--- src/rtl/ram_arbiter.sv ---
// Two-requester arbiter in front of a single-port synchronous RAM, with per-requester read response holding.
// Optional macro RAM_ARB_FIXED_PRIO_EN: requester 0 always wins ties (default build is round-robin).
module ram_arbiter #(
    parameter int DWIDTH = 32,
    parameter int AWIDTH = 14
) (
    input  logic              clk,
    input  logic              rst_n,

    input  logic              req0_valid,
    output logic              req0_ready,
    input  logic              req0_we,
    input  logic [AWIDTH-1:0] req0_addr,
    input  logic [DWIDTH-1:0] req0_wdata,
    output logic              rsp0_valid,
    input  logic              rsp0_ready,
    output logic [DWIDTH-1:0] rsp0_rdata,

    input  logic              req1_valid,
    output logic              req1_ready,
    input  logic              req1_we,
    input  logic [AWIDTH-1:0] req1_addr,
    input  logic [DWIDTH-1:0] req1_wdata,
    output logic              rsp1_valid,
    input  logic              rsp1_ready,
    output logic [DWIDTH-1:0] rsp1_rdata,

    output logic              ram_en,
    output logic              ram_we,
    output logic [AWIDTH-1:0] ram_addr,
    output logic [DWIDTH-1:0] ram_d,
    input  logic [DWIDTH-1:0] ram_q
);

    logic inflight0, inflight1;
    logic elig0, elig1;
    logic grant0, grant1;

`ifndef RAM_ARB_FIXED_PRIO_EN
    logic last_grant;
`endif

    // A read is only eligible once the previous response of that requester is fully drained,
    // so at most one read is ever in flight and ram_q always belongs to the single flagged requester.
    always_comb begin
        elig0  = req0_valid && (req0_we || (!inflight0 && !rsp0_valid));
        elig1  = req1_valid && (req1_we || (!inflight1 && !rsp1_valid));
        grant0 = 1'b0;
        grant1 = 1'b0;
        if (rst_n) begin
            if (elig0 && elig1) begin
`ifdef RAM_ARB_FIXED_PRIO_EN
                grant0 = 1'b1;
`else
                grant0 = last_grant;
                grant1 = !last_grant;
`endif
            end else begin
                grant0 = elig0;
                grant1 = elig1;
            end
        end
    end

    assign req0_ready = grant0;
    assign req1_ready = grant1;

    always_comb begin
        ram_en   = grant0 || grant1;
        ram_we   = 1'b0;
        ram_addr = '0;
        ram_d    = '0;
        if (grant0) begin
            ram_we   = req0_we;
            ram_addr = req0_addr;
            ram_d    = req0_wdata;
        end else if (grant1) begin
            ram_we   = req1_we;
            ram_addr = req1_addr;
            ram_d    = req1_wdata;
        end
    end

    // In-flight lasts exactly one cycle: the cycle in which the RAM presents the read data.
    always_ff @(posedge clk or negedge rst_n) begin
        if (!rst_n) begin
            inflight0  <= 1'b0;
            inflight1  <= 1'b0;
            rsp0_valid <= 1'b0;
            rsp1_valid <= 1'b0;
            rsp0_rdata <= '0;
            rsp1_rdata <= '0;
        end else begin
            inflight0 <= grant0 && !req0_we;
            inflight1 <= grant1 && !req1_we;

            if (inflight0) begin
                rsp0_rdata <= ram_q;
                rsp0_valid <= 1'b1;
            end else if (rsp0_valid && rsp0_ready) begin
                rsp0_valid <= 1'b0;
            end

            if (inflight1) begin
                rsp1_rdata <= ram_q;
                rsp1_valid <= 1'b1;
            end else if (rsp1_valid && rsp1_ready) begin
                rsp1_valid <= 1'b0;
            end
        end
    end

`ifndef RAM_ARB_FIXED_PRIO_EN
    // Pointer names the most recent winner; reset to 1 so requester 0 takes the first tie.
    always_ff @(posedge clk or negedge rst_n) begin
        if (!rst_n) begin
            last_grant <= 1'b1;
        end else if (grant0) begin
            last_grant <= 1'b0;
        end else if (grant1) begin
            last_grant <= 1'b1;
        end
    end
`endif

endmodule
--- config.mk ---
export PLATFORM = sky130hd
export DESIGN_NAME = ram_arbiter
export DESIGN_NICKNAME = d
export VERILOG_FILES = /design/src/rtl/ram_arbiter.sv
export SDC_FILE = /design/constraint.sdc
export NUM_CORES = 1
export LEC_CHECK = 0
export CAP_MARGIN = 10
export CORE_UTILIZATION = 34
export CTS_BUF_LIST = sky130_fd_sc_hd__clkbuf_8
export CTS_CLUSTER_DIAMETER = 200
export DETAILED_ROUTE_END_ITERATION = 6
export PLACE_DENSITY = 0.8
export SETUP_SLACK_MARGIN = 0.05
export SYNTH_ARGS = -nofsm -noshare
export SYNTH_HDL_FRONTEND = slang
export SYNTH_SLANG_ARGS = --single-unit
--- constraint.sdc ---
create_clock -name clk -period 2.3 [get_ports clk]
set_input_delay 0.345 -clock clk [delete_from_list [all_inputs] [get_ports clk]]
set_output_delay 0.345 -clock clk [all_outputs]
set_load 0.1 [all_outputs]
## Word level (Yosys, flattened, before mapping)

Index checks and enable logic that the tools add are counted.

| word-level totals | value |
|---|---|
| register bits | 69 |
| input bits | 132 |

| operators by class | value |
|---|---|
| reductions and logical operators | 22 |
| mux-type cells | 16 |

Operator list:

| operator | count |
|---|---|
| 32-bit 2-to-1 mux | 2 |
| 14-bit 2-to-1 mux | 2 |
| 1-bit 2-to-1 mux | 12 |
| 1-bit logical AND | 9 |
| 1-bit zero test | 7 |
| 2-bit nonzero test | 3 |
| 1-bit logical OR | 3 |

## Logic depth before layout (Yosys ltp)

| depth | value |
|---|---|
| depth in word-level cells | 9 |
| depth in mapped cells | 6 |

## Worst setup path after synthesis

Ideal clock, no wire load.

| timing | value |
|---|---|
| kind | flip-flop to output port |
| from | register rsp1_valid |
| to | output ram_we |
| path slack | -1.460 ns |
| cell stages (with the launch flop) | 4 |
| buffers on the path | 0 |
| data arrival time | 3.415 ns |
| cells stage by stage | dfrtp_1 > o21bai_2 > and3_1 > o21ai_0 |

| on the way | value |
|---|---|
| word-level cells in the longest chain between the ends | 9 |
| elaborated cells on any way between the ends | 11 |

RTL lines:

| what | RTL line | RTL |
|---|---|---|
| from (decl) | 24 | `output logic rsp1_valid,` |
| from (signal assigned) | 90 | `rsp1_valid <= 1'b0;` |
| from (signal assigned) | 106 | `rsp1_valid <= 1'b1;` |
| from (signal assigned) | 108 | `rsp1_valid <= 1'b0;` |
| 1-bit zero test * | 47 | `elig1 = req1_valid && (req1_we \|\| (!inflight1 && !rsp1_valid));` |
| 1-bit logical AND * | 47 |  |
| 1-bit logical OR * | 47 |  |
| 1-bit logical AND * | 47 |  |
| 1-bit logical AND | 51 | `if (elig0 && elig1) begin` |
| 1-bit 2-to-1 mux | 51 |  |
| 1-bit 2-to-1 mux | 50 | `if (rst_n) begin` |
| 1-bit 2-to-1 mux | 77 | `end else if (grant1) begin` |
| 1-bit 2-to-1 mux * | 73 | `if (grant0) begin` |
| to (decl) | 29 | `output logic ram_we,` |

Mark *: on every way between the ends. The rest lies on a longest branch, timed or not.

## Worst setup path in the final report

| timing | value |
|---|---|
| from | register rsp0_valid |
| to | output ram_d[17] |

| on the way | value |
|---|---|
| word-level cells in the longest chain between the ends | 9 |
| elaborated cells on any way between the ends | 11 |

RTL lines:

| what | RTL line | RTL |
|---|---|---|
| from (decl) | 15 | `output logic rsp0_valid,` |
| from (signal assigned) | 89 | `rsp0_valid <= 1'b0;` |
| from (signal assigned) | 99 | `rsp0_valid <= 1'b1;` |
| from (signal assigned) | 101 | `rsp0_valid <= 1'b0;` |
| 1-bit zero test * | 46 | `elig0 = req0_valid && (req0_we \|\| (!inflight0 && !rsp0_valid));` |
| 1-bit logical AND * | 46 |  |
| 1-bit logical OR * | 46 |  |
| 1-bit logical AND * | 46 |  |
| 1-bit logical AND | 51 |  |
| 1-bit 2-to-1 mux | 51 |  |
| 1-bit 2-to-1 mux | 50 |  |
| 32-bit 2-to-1 mux | 77 |  |
| 32-bit 2-to-1 mux * | 73 |  |
| to (decl) | 31 | `output logic [DWIDTH-1:0] ram_d,` |

Marks and branches as above.

==> metrics.yaml <==
global_route:
  grt_overflow: 0
  grt_pass1_vias: 3369
  track_usage_pct: 25.7
  grt_pass1_wl_mm: 18.3
  grt_max_degree: 64
  grt_antenna_before_repair: 3
critical_path:
  rr_worst_depth: 5
  end_kind: "output port"
  slowest_delay_ns: 0.49
  startpoint_type: "register"
  path_cells: "o21ba_4 > a311oi_4 > buf_6 > buf_4 > a22o_4 > buf_12"
  cp_top_family: "compound AO/OA/AOI/OAI gates"
  r2r_slack_ns: 0.80
  reg2reg_from: "rsp0_valid"
  crit_path_start: "rsp0_valid"
  crit_type: "register to output port"
  regToRegEndpoint: "inflight0"
  critPathSlowestCell: "dfrtp_4"
  crit_arrival_ns: 1.98
  crit_required_ns: 1.96
  crit_fanout: 7
  critPathBufInv: 3
sta:
  max_freq_mhz: 429
  rsz0062_at_grt: "true"
  hold_slack_ns: 0.0993
  slew_headroom_pct: 48.2
  period_minus_slack_ns: 2.33
  hold_viol: 0
  slew_violations: 0
  finalClockSkew_ns: 0.00616
  finalSetupViolCount: 36
  setup_ws_ns: -0.0285
  fin_crit_sh_pct: 101
  worst_pin_slew_ns: 0.777
synth:
  netlist_area_mm2: 0.00308
  ys_types: 22
  syn-instance-count: 217
  yosysWarnings: 0
  syn_area_per_cell_um2: 14.2
  synth_fp_nets: 349
  ys_ff_latch: 69
  ys_seq_area_share_pct: 56.1
layout:
  area_growth_pct: 122
  nets: 614
  final_core_util_pct: 78.2
  drive_above_1_share_pct: 56.4
  final_cell_area_mm2: 0.00685
floorplanning:
  io_pins: 248
  core-area_mm2: 0.00876
  fp.dieW_um: 97.2
  die_area_mm2: 0.00945
  row_count: 34
  start_util_pct: 35.2
  die_h_um: 97.2
place:
  io_buffers: 247
  gp_congestion: 0.862
  placed_cell_area_mm2: 0.00649
  hpwl_mm: 9.60
clock_tree:
  insertion_delay_ns: 0.33
  cts_buffers: 9
  clockBufferDepth: 2
  path_clk_slew_ns: 0.07
  cts-htree-levels: 3
  numClockSinks: 69
  cts_root_buffer: "clkbuf_8"
  cts_tree: "built"
worst_hold_path:
  hp-class: "input port to async pin"
power_and_ir_drop:
  finalPower_uw: 7690
  leakagePower_uw: 0.00306
  power_density_mw_per_mm2: 1120
  vdd_drop_max_mv: 0.597
status:
  violations: "setup timing"
  status: "complete, but fails checks"
routing:
  first_iter_violations: 66
  vias: 3005
  vias_per_cell: 5.03
  antenna_left: 0
  drc: 0
  routed_wl_mm: 12.0
  wl_per_cell_um: 20.0
  dr.pass1.iters: 4
job:
  drv_cap: 0
## logic make-up after synthesis
kind of cell	Yosys count	share of synthesized area [%]
multiplexers	64	23.4
flip-flops	69	56.1
AO/OA/AOI/OAI	56	15.9
buffers and inverters	21	3.49
AND/OR/NAND/NOR	7	1.18
## report_power, final
| group | internal, µW | switching (µW) |
|---|---|---|
| Combinational | 1360 | 3620 |
| Clock | 528 | 446 |
| Sequential | 1550 | 181 |
## timing repair
action	CTS	global route
endpoints found under the hold margin	5	0
setup buffers	2	1
endpoints found under the setup margin	46	46
gates cloned	1	1
pin swaps	4	9
hold buffers	1	0
resized for setup	11	3
## how the worst max path moves through the flow
stage / endpoint / slack, ns / cells past startpoint
after floorplan: ram_en / -0.29 / 2
after global placement: ram_d[9] / -0.1 / 7
after detailed placement: ram_d[11] / -0.10 / 7
after CTS: ram_addr[2] / -0.04 / 5
after global routing: ram_d[13] / -0.08 / 6
final: ram_d[17] / -0.03 / 6
## final cells by class
| type | instances | area, µm² |
|---|---|---|
| Sequential cell | 69 | 1730 |
| Inverter | 3 | 11.3 |
| Antenna cell | 3 | 7.51 |
| Multi-Input combinational cell | 127 | 1660 |
| Clock inverter | 5 | 60.1 |
| Fill cell | 527 | 1910 |
| Tap cell | 108 | 135 |
| Clock buffer | 10 | 138 |
| Timing Repair Buffer | 272 | 3110 |
## cell usage in the layout (no fill, tap or decap), types with 2 or more instances in the layout
cell type / netlist / routed
nand2_1: 2 / 2
diode_2: 0 / 3
clkbuf_8: 0 / 10
a22o_4: 0 / 43
buf_6: 2 / 2
buf_12: 0 / 56
clkdlybuf4s50_1: 0 / 130
a21o_1: 2 / 2
dfrtp_1: 68 / 66
inv_1: 3 / 3
buf_4: 1 / 80
nor2b_1: 2 / 2
a22o_2: 0 / 3
nand3_1: 2 / 2
mux2_2: 64 / 64
## registers in the layout, indices dropped and copies added, names as in the netlist
name / count
inflight0: 1
inflight1: 1
last_grant: 1
rsp0_rdata: 32
rsp0_valid: 1
rsp1_rdata: 32
rsp1_valid: 1
## routing by layer
| layer | wire, µm | vias up | global-route usage [%] | part of all wire (%) |
|---|---|---|---|---|
| met5 | 0 | - | 0 | 0 |
| met1 | 4170 | 1464 | 26.6 | 35 |
| li1 | - | 1361 | - | - |
| met3 | 973 | 20 | 8.56 | 8.1 |
| met4 | 403 | 0 | 10.2 | 3.4 |
| met2 | 6410 | 160 | 47.3 | 54 |
## worst reg2reg max path: cells and delay by family (launching register included)
| kind | cells | cell delay (ns) |
|---|---|---|
| buffers and inverters | 2 | 0.33 |
| DFF | 1 | 0.49 |
| AOI/OAI and AO/OA | 2 | 0.48 |
| and+or+nand+nor | 1 | 0.14 |
## Yosys cell counts
cell type	number	area, µm²
nor2b_1	2	12.5
mux2_2	64	721
o21ai_0	2	10.0
o21bai_2	1	11.3
nand2_1	2	7.51
clkbuf_1	4	15.0
o21ba_1	1	10.0
o2111a_1	1	11.3
inv_1	3	11.3
buf_2	8	40.0
and3_1	1	6.26
nand3_1	2	10.0
buf_4	1	7.51
o2111ai_1	1	8.76
a22o_1	46	403
buf_1	3	11.3
dfrtp_1	68	1700
a21oi_1	1	5.00
a21o_1	2	15.0
a311oi_2	1	15.0
dfstp_2	1	26.3
buf_6	2	22.5
## stage by stage
stage	TNS, ns	worst slack [ns]	std cells
finish	-0.373	-0.0285	597
global route	-2.93	-0.0846	596
CTS	-1.54	-0.0442	592
detailed placement	-3.01	-0.104	573
global placement	-2.74	-0.0956	573
floorplan	-0.289	-0.289	217
No activity file was read; power rests on OpenSTA's default activity.
